--- config.mk ---
export PLATFORM = sky130hd
export DESIGN_NAME = mips_fetch
export DESIGN_NICKNAME = d
export VERILOG_FILES = /design/src/rtl/mips_pkg.sv /design/src/rtl/mips_fetch.sv
export SDC_FILE = /design/constraint.sdc
export NUM_CORES = 1
export LEC_CHECK = 0
export ABC_AREA = 0
export BUFFER_PORTS_ARGS = -buffer_cell sky130_fd_sc_hd__buf_2
export CAP_MARGIN = 20
export CORE_MARGIN = 8
export CORE_UTILIZATION = 48
export CTS_BUF_LIST = sky130_fd_sc_hd__clkbuf_16
export CTS_CLUSTER_DIAMETER = 150
export DETAILED_ROUTE_END_ITERATION = 10
export PLACE_DENSITY_LB_ADDON = 0.08
export SYNTH_ARGS = -nofsm -noshare
export SYNTH_HDL_FRONTEND = slang
export SYNTH_SLANG_ARGS = --single-unit
--- constraint.sdc ---
create_clock -name clk -period 5 [get_ports clk]
set_input_delay 1.5 -clock clk [delete_from_list [all_inputs] [get_ports clk]]
set_output_delay 1.5 -clock clk [all_outputs]
set_load 0.01 [all_outputs]
--- src/rtl/mips_pkg.sv ---
// mips_pkg: shared MIPS opcode/funct constants, fetch state encoding and PC step
package mips_pkg;
    localparam logic [5:0] OP_RTYPE = 6'h00;
    localparam logic [5:0] OP_J     = 6'h02;
    localparam logic [5:0] OP_BEQ   = 6'h04;
    localparam logic [5:0] OP_ADDI  = 6'h08;
    localparam logic [5:0] OP_LW    = 6'h23;
    localparam logic [5:0] OP_SW    = 6'h2b;
    localparam logic [5:0] FN_SLL   = 6'h00;
    localparam logic [5:0] FN_ADD   = 6'h20;
    localparam logic [5:0] FN_SUB   = 6'h22;
    localparam logic [5:0] FN_AND   = 6'h24;
    localparam logic [5:0] FN_OR    = 6'h25;
    localparam logic [5:0] FN_SLT   = 6'h2a;
    localparam logic [31:0] PC_INC  = 32'd4;
    typedef enum logic [1:0] {S_IDLE, S_REQ, S_WAIT, S_HOLD} fetch_state_e;
endpackage

--- src/rtl/mips_fetch.sv ---
// mips_fetch: PC owner issuing one in-flight imem read, holding the fetched word for decode; MIPS_FETCH_PERF_EN adds perf counters
module mips_fetch
    import mips_pkg::*;
#(
    parameter logic [31:0] RESET_PC = 32'h0000_0000
) (
    input  logic        clk,
    input  logic        rst,
`ifdef MIPS_FETCH_PERF_EN
    output logic [31:0] perf_fetched,
    output logic [31:0] perf_stall,
`endif
    output logic        imem_req_valid,
    input  logic        imem_req_ready,
    output logic [31:0] imem_req_addr,
    input  logic        imem_resp_valid,
    input  logic [31:0] imem_resp_data,
    output logic        inst_valid,
    input  logic        inst_ready,
    output logic [31:0] inst_data,
    output logic [31:0] inst_pc,
    output logic [5:0]  inst_opcode,
    output logic [5:0]  inst_funct,
    input  logic        redirect_valid,
    input  logic [31:0] redirect_pc
);
    fetch_state_e state_q, state_d;
    logic [31:0] pc_q, pc_d, inst_data_q, inst_data_d, inst_pc_q, inst_pc_d;
    logic        drop_q, drop_d, inst_valid_q, inst_valid_d;

    assign imem_req_valid = state_q == S_REQ;
    assign imem_req_addr  = pc_q;
    assign inst_valid     = inst_valid_q;
    assign inst_data      = inst_data_q;
    assign inst_pc        = inst_pc_q;
    assign inst_opcode    = inst_data_q[31:26];
    assign inst_funct     = inst_data_q[5:0];

    // next state: a redirect always wins on pc and kills any held or in-flight instruction
    always_comb begin
        state_d      = state_q;
        pc_d         = pc_q;
        drop_d       = drop_q;
        inst_valid_d = inst_valid_q;
        inst_data_d  = inst_data_q;
        inst_pc_d    = inst_pc_q;
        unique case (state_q)
            S_IDLE: state_d = S_REQ;
            S_REQ: begin
                state_d = imem_req_ready ? S_WAIT : S_REQ;
                drop_d  = imem_req_ready && redirect_valid;
            end
            S_WAIT: begin
                if (imem_resp_valid && (drop_q || redirect_valid)) begin
                    drop_d  = 1'b0;
                    state_d = S_REQ;
                end else if (imem_resp_valid) begin
                    inst_data_d  = imem_resp_data;
                    inst_pc_d    = pc_q;
                    inst_valid_d = 1'b1;
                    pc_d         = pc_q + PC_INC;
                    state_d      = S_HOLD;
                end else if (redirect_valid) begin
                    drop_d = 1'b1;
                end
            end
            S_HOLD: begin
                inst_valid_d = !(inst_ready || redirect_valid);
                state_d      = (inst_ready || redirect_valid) ? S_REQ : S_HOLD;
            end
            default: state_d = S_IDLE;
        endcase
        if (redirect_valid) pc_d = redirect_pc & ~32'h3;
    end

    // state and datapath registers
    always_ff @(posedge clk or posedge rst) begin
        if (rst) begin
            state_q      <= S_IDLE;
            pc_q         <= RESET_PC;
            drop_q       <= 1'b0;
            inst_valid_q <= 1'b0;
            inst_data_q  <= '0;
            inst_pc_q    <= '0;
        end else begin
            state_q      <= state_d;
            pc_q         <= pc_d;
            drop_q       <= drop_d;
            inst_valid_q <= inst_valid_d;
            inst_data_q  <= inst_data_d;
            inst_pc_q    <= inst_pc_d;
        end
    end

`ifdef MIPS_FETCH_PERF_EN
    logic [31:0] perf_fetched_q, perf_stall_q;
    assign perf_fetched = perf_fetched_q;
    assign perf_stall   = perf_stall_q;
    // count delivered instructions and cycles spent waiting on memory
    always_ff @(posedge clk or posedge rst) begin
        if (rst) begin
            perf_fetched_q <= '0;
            perf_stall_q   <= '0;
        end else begin
            perf_fetched_q <= perf_fetched_q + {31'd0, inst_valid_q && inst_ready && !redirect_valid};
            perf_stall_q   <= perf_stall_q + {31'd0, (state_q == S_REQ && !imem_req_ready) || state_q == S_WAIT};
        end
    end
`endif
endmodule

After elaboration in Yosys (flattened, before gate mapping). Index checks and enable logic that the tools add are counted.

Register bits after elaboration: 100. Bits of input ports: 70. Word-level logic and storage cells: 47.

Add/subtract/negate cells: 1. Equality and inequality tests: 9. Mux-type cells: 16. Bitwise operators: 1. Reductions and logical operators: 14.

Operator list (count): 2-to-1 mux 32 bit (4); adder 32 x 3 -> 32 bit (second input constant) (1); AND reduction 3 bit (4); != test 3 bit (second input constant) (3); 2-to-1 mux 2 bit (4); case mux 2 bit (4 select lines) (1); nonzero test 2 bit (4); != test 2 bit (second input constant) (3); 2-to-1 mux 1 bit (5); == test 2 bit (second input constant) (2); case mux 1 bit (2 select lines) (2); == test 2 x 1 -> 1 bit (second input constant) (1); logical AND 1 bit (2); zero test 2 bit (1); logical OR 1 bit (2); zero test 1 bit (1); inverter 1 bit (1).

Logic depth before layout (Yosys ltp).
Word-level depth: 5. Mapped depth: 9. Mapped depth without buffers: 7.

Worst setup path before layout. No wires, ideal clock.

Path type: input to register. Start point: input port redirect_valid. End point: register pc_q[15], in the netlist imem_req_addr[15]. Data arrival time: 2.713 ns. Data required time: 4.874 ns. Slack: 2.161 ns. Cell stages on the path: 6. Path buffers: 2. Path through: nor4bb_1 -> clkbuf_1 -> or2_2 -> clkbuf_1 -> o21ai_0 -> a221o_1.

Longest elaborated chain between the ends: 4. Elaborated cells on any way between the ends: 7.

RTL lines: start: declaration (line mips_fetch.sv:24) `input logic redirect_valid,`; logical OR 1 bit (line mips_fetch.sv:54) `if (imem_resp_valid && (drop_q || redirect_valid)) begin`; logical AND 1 bit (line mips_fetch.sv:54); != test 2 bit (no line); AND reduction 3 bit (no line); end signal: assignment (line mips_fetch.sv:87) `pc_q <= pc_d;`; end: declaration (line mips_fetch.sv:28) `logic [31:0] pc_q, pc_d, inst_data_q, inst_data_d, inst_pc_q, inst_pc_d;`.

Several ways; a longest one is shown, not always the timed one. A chain may end at the register's enable or synchronous reset.

Worst setup path after layout.
Start point: input port redirect_valid. End point: register pc_q[14], in the netlist imem_req_addr[14].

The elaborated chain is that of the path after synthesis.

==> results.md <==
Logic synthesis:
- The Yosys step of the flow raised 0 warnings.
- The share of flip-flops with an asynchronous set or reset after synthesis is 1.000.
- The primary flip-flop cell chosen by synthesis mapping is dfrtp_1.
- Synthesis instantiated 44 different standard cells from the library.
- The register bit total from synthesis is 96.
- The sequential cell area fraction in the yosys report is 0.5375.
- The biggest area consumer among synthesized cells is dfrtp_1.
- After synthesis, the mean cell area works out to 8.746 sq um.
- The number of cells produced by synthesis is 511.
- The most repeated cell in the gate-level netlist after synthesis is nand2_1.
- In this run, synthesis inferred 0 flip-flops with an integrated enable.
- The share of synthesized area in the top cell type comes to 0.5375.
- Yosys attributes the largest share of cell area to dfrtp_1 (54%), nand2_1 (18%), buf_4 (2.7%).
- The post-synthesis instance area is 4469 sq um.
- The commonest cells after synthesis are nand2_1 (220), dfrtp_1 (96), o21ai_0 (22).

Drt:
- The first detailed-routing pass ran for 5 iterations.
- The detailed router's first-iteration violation count is 393.
- The detailed-route DRC error count is 0.
- Summing over every cut layer, the via total after detailed routing is 4060.
- The final antenna-violating net count is 0.
- Summed over all layers, the routed wires come to 12640 um.
- The vias per cell is 5.225.
- The average wire per standard cell is 16.27 um.

Global routing:
- Across every metal layer, demand over resource in global routing totals 0.1968.
- Entering global routing, the biggest net connects 73 pins.
- The number of global-route vias before repair is 3936.
- The first global-routing pass estimated 20330 um of wire.
- The total overflow left after global routing is 0.
- The initial antenna violation count is 0.

Clocking:
- The clock-pin slew on the worst setup and hold paths is 0.06 ns.
- In this run the deepest clock path goes through 2 buffers.
- The number of buffers inserted by hold repair at cts is 0.
- The total clock buffers created by CTS is 9.
- The number of setup buffers added after CTS is 0.
- Once the clock tree was built, the resizer swapped 0 gates to a different size.
- The root buffer cell chosen for the clock tree is clkbuf_16.
- The clock drives 96 sinks.
- At the later pin of the worst-skew pair, clock insertion delay measures 0.33 ns.
- The maximum level of the CTS H-tree is 3.
- The TritonCTS clock tree is yes.

Worst setup path:
- The largest fanout on the critical path is 72.
- The data arrival time of the critical path is 3.47 ns.
- Together, buffers and inverters on the worst path number 3.
- The critical path class is primary input to flip-flop.
- The cell with the largest stage delay on the worst path is nor4bb_4.
- The critical path goes through buf_2 -> buf_4 -> nor4bb_4 -> buf_12 -> or2_2 -> o21ai_0 -> a221o_1.
- The worst setup path is captured at a flip-flop.
- The data required time at the worst endpoint is 5.21 ns.
- The family with the most delay on the worst path is buffers and inverters.
- STA classifies the critical path startpoint as a primary input.
- For this run, the slowest stage of the critical path takes 0.36 ns.

Floorplanning:
- After floorplanning, the core was sized to cover 9153 sq um.
- The horizontal die dimension is 112.5 um.
- The die covers 12660 sq um.
- The effective utilization at floorplan is 0.4883.
- Row generation in the floorplan step produced 35 rows.
- The die is 112.5 um tall.
- The count of pins on the block boundary is 180.

Run:
- The tool flagged a number of max-cap violations equal to 0.

Placed design:
- Counting tap cells, the placed design contains a total of 763 instances.
- The sum of net half-perimeters after detailed placement is 9061 um.
- The count of buffers added on input and output ports is 173.
- At the placement stage, the worst setup path has a slack of 1.432 ns.
- The routability congestion estimate is 0.8194.

STA:
- Of the available clock period, the critical path in the final layout requires 0.6502.
- In the final timing run, aggregate negative setup slack is 0 ns.
- The final number of hold-violating endpoints is 0.
- The final-report max-slew violation count is 0.
- The time the final worst path needs with I/O delays and setup is 3.251 ns.
- Setup repair after global routing left no endpoint under its margin.
- The transition time at the pin with the least slew margin is 0.8721 ns.
- The worst setup skew after layout is 0.007715 ns.
- The tightest slew margin relative to the limit is 0.4186.
- Static timing analysis puts the maximum clock frequency at 0.3076 GHz.
- The number of endpoints failing setup at the final stage is 0.
- The post-layout worst setup margin is 1.749 ns.

Finish:
- The filler cell count is 814.
- The final layout contains 738 nets.
- The number of antenna diodes is 0.
- Compared with the post-synthesis result, the final layout area differs by 26.99%.
- The non-filler instance count after layout is 777.
- In the final layout, the share of cells above drive strength 1 is 0.2958.
- At the end of the flow the core is filled with cells to 0.6201.

Power and ir drop:
- The worst-case IR drop observed on VDD is 0.0002304 V.
- The leakage power is 3.111 nW.
- In this run the power density over the cells is 520.4 nW/um^2.

Status:
- The flow ran to the end, and the final reports show no timing, DRC or antenna violations.

Worst hold path:
- The tightest min-delay check is of the flip-flop to flip-flop type.
-- layer usage --
| metal | GRT usage | wire [um] | vias to the layer above |
|---|---|---|---|
| met5 | 0 | 0 | - |
| met4 | 0.06115 | 137 | 0 |
| met3 | 0.04831 | 944 | 9 |
| met2 | 0.3159 | 5933 | 166 |
| met1 | 0.2564 | 5627 | 1900 |
| li1 | - | - | 1985 |
-- layout by cell type, fill, tap and decap left out, drive strengths merged, types with 3 or more instances in the layout --
cell and instances:
ha 5, nand4 10, nor2 9, nor3 7, xnor2 9, o21ai 24, dfrtp 96, nor4 6
a21o 3, and4 5, a22oi 3, conb 4, o211ai 4, inv 9, a21oi 4, o311ai 3
or4 3, buf 178, nand3 12, a221o 9, and3 6, clkbuf 9, nand2 220, nor3b 3
bufinv 3
-- final cells by class --
type / count / area, sq um / area share
well taps: 111 / 138.9 / 0.02447
clock buffers: 9 / 225.2 / 0.03968
repair buffers: 178 / 915.9 / 0.1614
clock inverters: 5 / 106.4 / 0.01874
flip-flops and latches: 96 / 2402 / 0.4233
multi-input cells: 369 / 1851 / 0.3261
inverters: 9 / 36.28 / 0.006393
-- path summary, 6_finish.rpt --
path	from	to	slack [ns]	cells after the start
worst max-delay path	redirect_valid	imem_req_addr[14]$_DFFE_PP0P_	1.75	7
worst min-delay path	inst_data[21]$_DFFE_PP0P_	inst_data[21]$_DFFE_PP0P_	0.47	2
worst max register to register	imem_req_addr[2]$_DFFE_PP0P_	imem_req_addr[29]$_DFFE_PP0P_	2.46	5
worst min register to register	inst_data[21]$_DFFE_PP0P_	inst_data[21]$_DFFE_PP0P_	0.47	2
max in group asynchronous	rst	inst_pc[25]$_DFFE_PP0P_	2.72	3
min in group asynchronous	rst	inst_data[4]$_DFFE_PP0P_	1.35	2
-- worst min-delay path, delay by kind of cell, from the launching register on --
family | cells | cell delay, ns
flops | 1 | 0.33
simple gates | 2 | 0.10
-- power by group --
group	internal [mW]	leakage [nW]	switching (mW)
Clock	0.485	0.158	0.289
Combinational	0.396	1.73	0.541
Sequential	1.06	1.23	0.184
Total	1.94	3.11	1.01
-- flip-flops by register name, summed over array words and instances, names as in the netlist --
register,count
inst_valid,1
state_q,2
drop_q,1
inst_pc,30
imem_req_addr,30
inst_data,32
-- stage by stage --
stage | hold WS, ns | power [mW] | instance area [sq um]
floorplan | 0.5139 | 1.799 | 4481
global placement | 0.4512 | 2.184 | 5344
detailed placement | 0.4566 | 2.214 | 5344
CTS | 0.4735 | 2.992 | 5675
global route | 0.4883 | 3.157 | 5675
finish | 0.4670 | 2.953 | 5675
-- logic make-up (layout without fill, tap and decap cells) --
logic type | after synthesis | after routing | share of synthesized area
mux | 2 | 2 | 0.004479
compound gates | 55 | 55 | 0.08371
flops | 96 | 96 | 0.5375
xor+xnor | 11 | 11 | 0.02156
simple gates | 292 | 292 | 0.2830
other cells | 1 | 4 | 0.0008391
fa+ha+maj | 5 | 5 | 0.01400
buf+inv | 49 | 201 | 0.05487
No activity file was read; power rests on OpenSTA's default activity.
